[config.mk]
export PLATFORM = sky130hd
export DESIGN_NAME = serial_adder
export DESIGN_NICKNAME = d
export VERILOG_FILES = /design/src/rtl/serial_adder.sv
export SDC_FILE = /design/constraint.sdc
export NUM_CORES = 1
export LEC_CHECK = 0
export BUFFER_PORTS_ARGS = -buffer_cell sky130_fd_sc_hd__buf_4
export CORE_MARGIN = 2
export CORE_UTILIZATION = 49
export DETAILED_ROUTE_END_ITERATION = 8
export HOLD_SLACK_MARGIN = 0.06
export PLACE_DENSITY = 0.84
export SKIP_CTS_REPAIR_TIMING = 1
export SYNTH_ARGS = -nofsm -noshare
export SYNTH_HDL_FRONTEND = slang
export SYNTH_SLANG_ARGS = --single-unit
[constraint.sdc]
create_clock -name clk -period 1.6 [get_ports clk]
set_input_delay 0.08 -clock clk [delete_from_list [all_inputs] [get_ports clk]]
set_output_delay 0.08 -clock clk [all_outputs]
set_load 0.1 [all_outputs]
[src/rtl/serial_adder.sv]
// serial_adder: bit-serial LSB-first adder using one full-adder slice (two half adders) and a registered carry.
// Optional macro SERIAL_ADDER_SUB_EN adds a sub port that computes a-b as a + ~b + 1.
module serial_adder #(
    parameter int WIDTH = 8
) (
    input  logic             clk,
    input  logic             rst,
    input  logic             start,
    input  logic [WIDTH-1:0] a,
    input  logic [WIDTH-1:0] b,
    input  logic             cin,
`ifdef SERIAL_ADDER_SUB_EN
    input  logic             sub,
`endif
    output logic             busy,
    output logic             done,
    output logic [WIDTH-1:0] sum,
    output logic             cout
);
    localparam int CW = $clog2(WIDTH + 1);

    typedef enum logic [1:0] {IDLE, RUN, DONE} state_t;

    state_t           state;
    state_t           state_next;
    logic [WIDTH-1:0] a_sr;
    logic [WIDTH-1:0] b_sr;
    logic [WIDTH-1:0] sum_sr;
    logic [WIDTH-1:0] sum_shift;
    logic             c;
    logic [CW-1:0]    cnt;
    logic             sub_en;
    logic             load;
    logic             last;
    logic             ha1_s;
    logic             ha1_c;
    logic             ha2_s;
    logic             ha2_c;
    logic             carry_next;

`ifdef SERIAL_ADDER_SUB_EN
    assign sub_en = sub;
`else
    assign sub_en = 1'b0;
`endif

    // Full-adder slice: two half adders with their carries ORed together
    assign ha1_s      = a_sr[0] ^ b_sr[0];
    assign ha1_c      = a_sr[0] & b_sr[0];
    assign ha2_s      = ha1_s ^ c;
    assign ha2_c      = ha1_s & c;
    assign carry_next = ha1_c | ha2_c;

    always_comb begin
        sum_shift            = sum_sr >> 1;
        sum_shift[WIDTH-1]   = ha2_s;
    end

    always_ff @(posedge clk) begin
        if (rst) begin
            state <= IDLE;
        end else begin
            state <= state_next;
        end
    end

    always_comb begin
        state_next = state;
        busy       = 1'b0;
        done       = 1'b0;
        load       = 1'b0;
        last       = (cnt == CW'(WIDTH - 1));
        unique case (state)
            IDLE: begin
                if (start) begin
                    load       = 1'b1;
                    state_next = RUN;
                end
            end
            RUN: begin
                busy = 1'b1;
                if (last) begin
                    state_next = DONE;
                end
            end
            DONE: begin
                busy       = 1'b1;
                done       = 1'b1;
                state_next = IDLE;
            end
            default: state_next = IDLE;
        endcase
    end

    // Result registers only move on the final RUN bit, so they hold across idle time
    always_ff @(posedge clk) begin
        if (rst) begin
            a_sr   <= '0;
            b_sr   <= '0;
            sum_sr <= '0;
            c      <= 1'b0;
            cnt    <= '0;
            sum    <= '0;
            cout   <= 1'b0;
        end else if (load) begin
            a_sr <= a;
            b_sr <= sub_en ? ~b : b;
            c    <= sub_en ? 1'b1 : cin;
            cnt  <= '0;
        end else if (state == RUN) begin
            a_sr   <= a_sr >> 1;
            b_sr   <= b_sr >> 1;
            c      <= carry_next;
            sum_sr <= sum_shift;
            cnt    <= cnt + CW'(1);
            if (last) begin
                sum  <= sum_shift;
                cout <= carry_next;
            end
        end
    end

endmodule

# --- Word level (Yosys, flattened, before mapping) ---
# Index checks and enable logic that the tools add are counted.
word_totals:
  out_inout_bits: 11
  reg_bits: 40
  input_bits: 20
  wordCells: 40
classes:
  eq_ne: 5
  muxes: 13
  n_bitwise: 6
  addsub: 1
  n_reduce_logical: 7
op_table:
  columns: ["operator", "count"]
  rows:
  - ["8-bit 2-to-1 mux", 4]
  - ["1-bit 2-to-1 mux", 6]
  - ["4-bit by 1-bit adder with 4-bit output (second input constant)", 1]
  - ["4-bit by 3-bit == test with 1-bit output (second input constant)", 1]
  - ["2-bit 2-to-1 mux", 2]
  - ["2-bit inequality test (second input constant)", 2]
  - ["2-bit one-hot mux with 2 select lines", 1]
  - ["2-bit AND reduction", 2]
  - ["2-bit OR reduction", 2]
  - ["3-bit AND reduction", 1]
  - ["1-bit AND", 2]
  - ["2-bit by 1-bit == test with 1-bit output (second input constant)", 1]
  - ["2-bit == test (second input constant)", 1]
  - ["2-bit logical NOT", 1]
  - ["2-bit nonzero test", 1]
  - ["1-bit bitwise XOR", 2]
  - ["1-bit NOT", 1]
  - ["1-bit bitwise OR", 1]

# --- Longest topological paths before layout ---
logic_depth:
  depth_word: 5
  ltp_mapped: 7
  depth_no_buf: 5

# --- Worst setup path after synthesis ---
# Ideal clock, no wire load.
synth_timing:
  path_type: "register -> register"
  from: "reg state[0]"
  to: "reg cout"
  arrival_time_ns: 1.386
  slack_ns: 0.142
  n_path_buf: 2
  required_time_ns: 1.528
  stages_incl_launch_ff: 8
  period_less_slack_ns: 1.458
  setup_ns: 0.072
  cell_sequence: "dfxtp_1 inv_1 ha_1 and2_4 buf_6 nor3b_2 buf_6 mux2i_1"
synth_between:
  elab_chain_len: 4
  word_cells_on_any_way: 5
  cone_classes: "eq/ne (1); mux (1); bitwise (1); reduce/logical (2)"
synth_rtl:
  columns: ["item", "line_no", "text"]
  rows:
  - ["from (decl)", "24", "state_t state;"]
  - ["from (signal assigned)", "63", "state <= state_next;"]
  - ["2-bit logical NOT", "73", "unique case (state)"]
  - ["1-bit 2-to-1 mux", "73", null]
  - ["1-bit NOT (no source line)", null, null]
  - ["3-bit AND reduction (no source line) (*)", null, null]
  - ["to (signal assigned)", "118", "cout <= carry_next;"]
  - ["to (decl)", "18", "output logic cout"]
# Every way passes the cells marked *; elsewhere a longest branch is shown, timed or not.
# A chain may end at the register's enable or synchronous reset.

# --- Worst setup path in the final report ---
layout_timing:
  from: "reg state[0]"
  to: "reg sum[7]"
layout_between:
  elab_chain_len: 4
  word_cells_on_any_way: 5
  cone_classes: "eq/ne (1); mux (1); bitwise (1); reduce/logical (2)"
layout_rtl:
  columns: ["item", "line_no", "text"]
  rows:
  - ["2-bit logical NOT", "73", null]
  - ["1-bit 2-to-1 mux", "73", null]
  - ["1-bit NOT (no source line)", null, null]
  - ["3-bit AND reduction (no source line) (*)", null, null]
  - ["to (signal assigned)", "117", "sum <= sum_shift;"]
  - ["to (decl)", "17", "output logic [WIDTH-1:0] sum,"]
# Marked as above.

==> impl_metrics.py <==
metrics = {
    "layout": {
        "area_growth_pct": 29.15,
        "diodes": 0,
        "final_util": 0.6595,
        "nets": 244,
        "final_cell_area_um2": 2201,
        "drive_gt1_frac": 0.2100,
    },
    "logic_synthesis": {
        "synth.area.top_cells": "dfxtp_1 (46%), mux2i_1 (19%), a211oi_1 (6.6%)",
        "synth_ff_type": "dfxtp_1",
        "synth_area_um2": 1704,
        "synth.largest_area_cell": "dfxtp_1",
        "synth.net_count": 201,
        "synth_edf_count": 0,
        "synth_common_cells": "dfxtp_1 (39), mux2i_1 (33), nand2_1 (24)",
        "syn_avg_cell_area_um2": 9.738,
        "synth_warnings": 0,
        "synth.most_common_cell": "dfxtp_1",
        "synthCells": 175,
        "synth_cell_types": 24,
        "yosysSeqAreaShare": 0.4581,
        "synth_seq_cells": 39,
        "async_flop_share": 0,
        "synth_top_area_share": 0.4581,
    },
    "hold_path": {
        "hold_path_class": "in2reg",
        "worstHoldPathCells": 3,
    },
    "floorplanning": {
        "dieArea_um2": 3966,
        "io_pins": 31,
        "start_util": 0.5107,
        "die_y_um": 62.98,
        "core-area_um2": 3337,
        "die_width_um": 62.98,
        "num_rows": 21,
    },
    "setup_path": {
        "r2r_cells": 6,
        "critPathKind": "reg2reg",
        "endpoint_kind": "register",
        "cp-start-kind": "register",
        "arrival_ns": 1.79,
        "path_max_fanout": 9,
        "required_ns": 1.88,
    },
    "timing": {
        "setup_ws_ns": 0.09587,
        "finClkSkew_ns": 0.007284,
        "hold_viol_final": 0,
        "hold_slack_ns": 0.01943,
        "final.setup.tns_ns": 0,
        "final_max_slew_viol_count": 0,
        "setup_viol": 0,
        "relSlewSlack": 0.6051,
        "post-route-period-util": 0.9401,
        "finalCriticalPeriod_ns": 1.504,
        "worst_pin_slew_ns": 0.5917,
        "grt_setup_unrepaired": "no",
        "max_freq_mhz": 664.8,
    },
    "clock_network": {
        "cts_tree": "done",
        "cts.path.max_buffers": 2,
        "htreeDepth": 2,
        "cts_buffers": 5,
        "clock-sinks": 39,
        "insertion_delay_ns": 0.35,
        "cts_root_buf": "clkbuf_4",
        "cts.clk_slew.worst_paths_ns": 0.11,
    },
    "grt": {
        "antenna_found_initial": 0,
        "grt_usage": 0.1729,
        "grt_overflow": 0,
        "grt_pass1_vias": 1193,
        "grt_pass1_wl_um": 5333,
        "grt_max_degree": 33,
    },
    "place": {
        "gp_congestion": 0.7157,
        "dpl-instance-area_um2": 1956,
        "portBuffers": 30,
        "place_hpwl_um": 2128,
        "pre_cts_ws_ns": 0.05242,
    },
    "drt": {
        "vias": 1329,
        "viasPerCell": 5.015,
        "drc": 0,
        "postRouteAntennaNets": 0,
        "drt_iter0_drc": 46,
        "wl_um": 3364,
        "post_drt_wl_per_cell_um": 12.69,
        "drtPass1Iterations": 4,
    },
    "pwr": {
        "p_int_mw": 1.826,
        "vdd_drop_max_mv": 0.8083,
        "p_clk_frac": 0.260,
        "cellPowerDensity_nw_per_um2": 1204,
        "power_frac_comb": 0.305,
        "p_switching_uw": 824.5,
        "switching_share": 0.3111,
        "p_leak_nw": 0.8895,
        "seqPwrFrac": 0.435,
    },
    "outcome": {
        "run_status": "finished clean",
    },
    "job": {
        "cap_violations": 0,
    },
}
==> cells in the final DEF (no fill, tap or decap), drive strengths merged, types with 2 or more instances in the layout <==
master	instances
mux2i	33
a211oi	15
clkbuf	6
xor2	2
nand2	24
buf	35
nor2	22
dlygate4sd3	15
nand3b	3
nor3	4
ha	5
a21oi	3
dfxtp	39
inv	3
==> area by class of cell <==
cell class,instances,area [um^2]
Fill cell,279,1136
Multi-Input combinational cell,119,830.8
Sequential cell,39,782.0
Timing Repair Buffer,50,432.9
Tap cell,46,57.56
Clock buffer,6,51.30
Clock inverter,2,35.03
Inverter,3,11.26
==> worst paths after layout <==
path / startpoint / to / slack [ns]
setup / recovery: state[0] / sum[7] / 0.1
hold / removal: a[3] / a_sr[3] / 0.02
setup reg to reg: state[0] / sum[7] / 0.1
hold reg to reg: sum[0] / sum[0] / 0.47
==> registers in the layout, indices dropped and copies added (netlist names) <==
signal,count
cnt,4
c,1
a_sr,8
b_sr,8
state,2
sum,8
cout,1
sum_sr,7
==> power by group through the flow <==
stage | Combinational (mW) | Clock (mW) | Sequential, mW
2_1_floorplan | 0.619 | 0 | 1.15
3_3_place_gp | 0.744 | 0 | 1.17
3_5_place_dp | 0.760 | 0 | 1.17
4_1_cts | 0.770 | 0.706 | 1.15
5_1_grt | 0.887 | 0.749 | 1.17
6_report | 0.808 | 0.690 | 1.15
==> layer usage <==
| layer | track usage | vias up | part of all wire |
|---|---|---|---|
| met5 | 0 | - | 0 |
| met1 | 0.2165 | 605 | 0.46 |
| met3 | 0.05045 | 5 | 0.049 |
| met2 | 0.2633 | 31 | 0.48 |
| li1 | - | 688 | - |
| met4 | 0.1000 | 0 | 0.016 |
==> worst max-delay path: stages, from the launching register on <==
cell	delay [ns]
dfxtp_2	0.36
inv_1	0.07
ha_1	0.23
and2_4	0.20
nor3b_2	0.19
buf_6	0.18
mux2i_1	0.20
==> logic make-up after synthesis <==
group / Yosys count / synth area share
AND/OR/NAND/NOR: 57 / 0.1461
buffers and inverters: 17 / 0.05433
XOR/XNOR: 3 / 0.01542
adder cells (fa/ha/maj): 6 / 0.04846
multiplexers: 33 / 0.1938
AO/OA/AOI/OAI: 20 / 0.08370
flip-flops: 39 / 0.4582
==> through the flow <==
step / std cells / power [mW]
finish: 265 / 2.651
global route: 265 / 2.805
CTS: 250 / 2.626
detailed placement: 242 / 1.932
global placement: 242 / 1.912
floorplan: 175 / 1.772
Note: power is estimated with default switching activity, not from simulation.
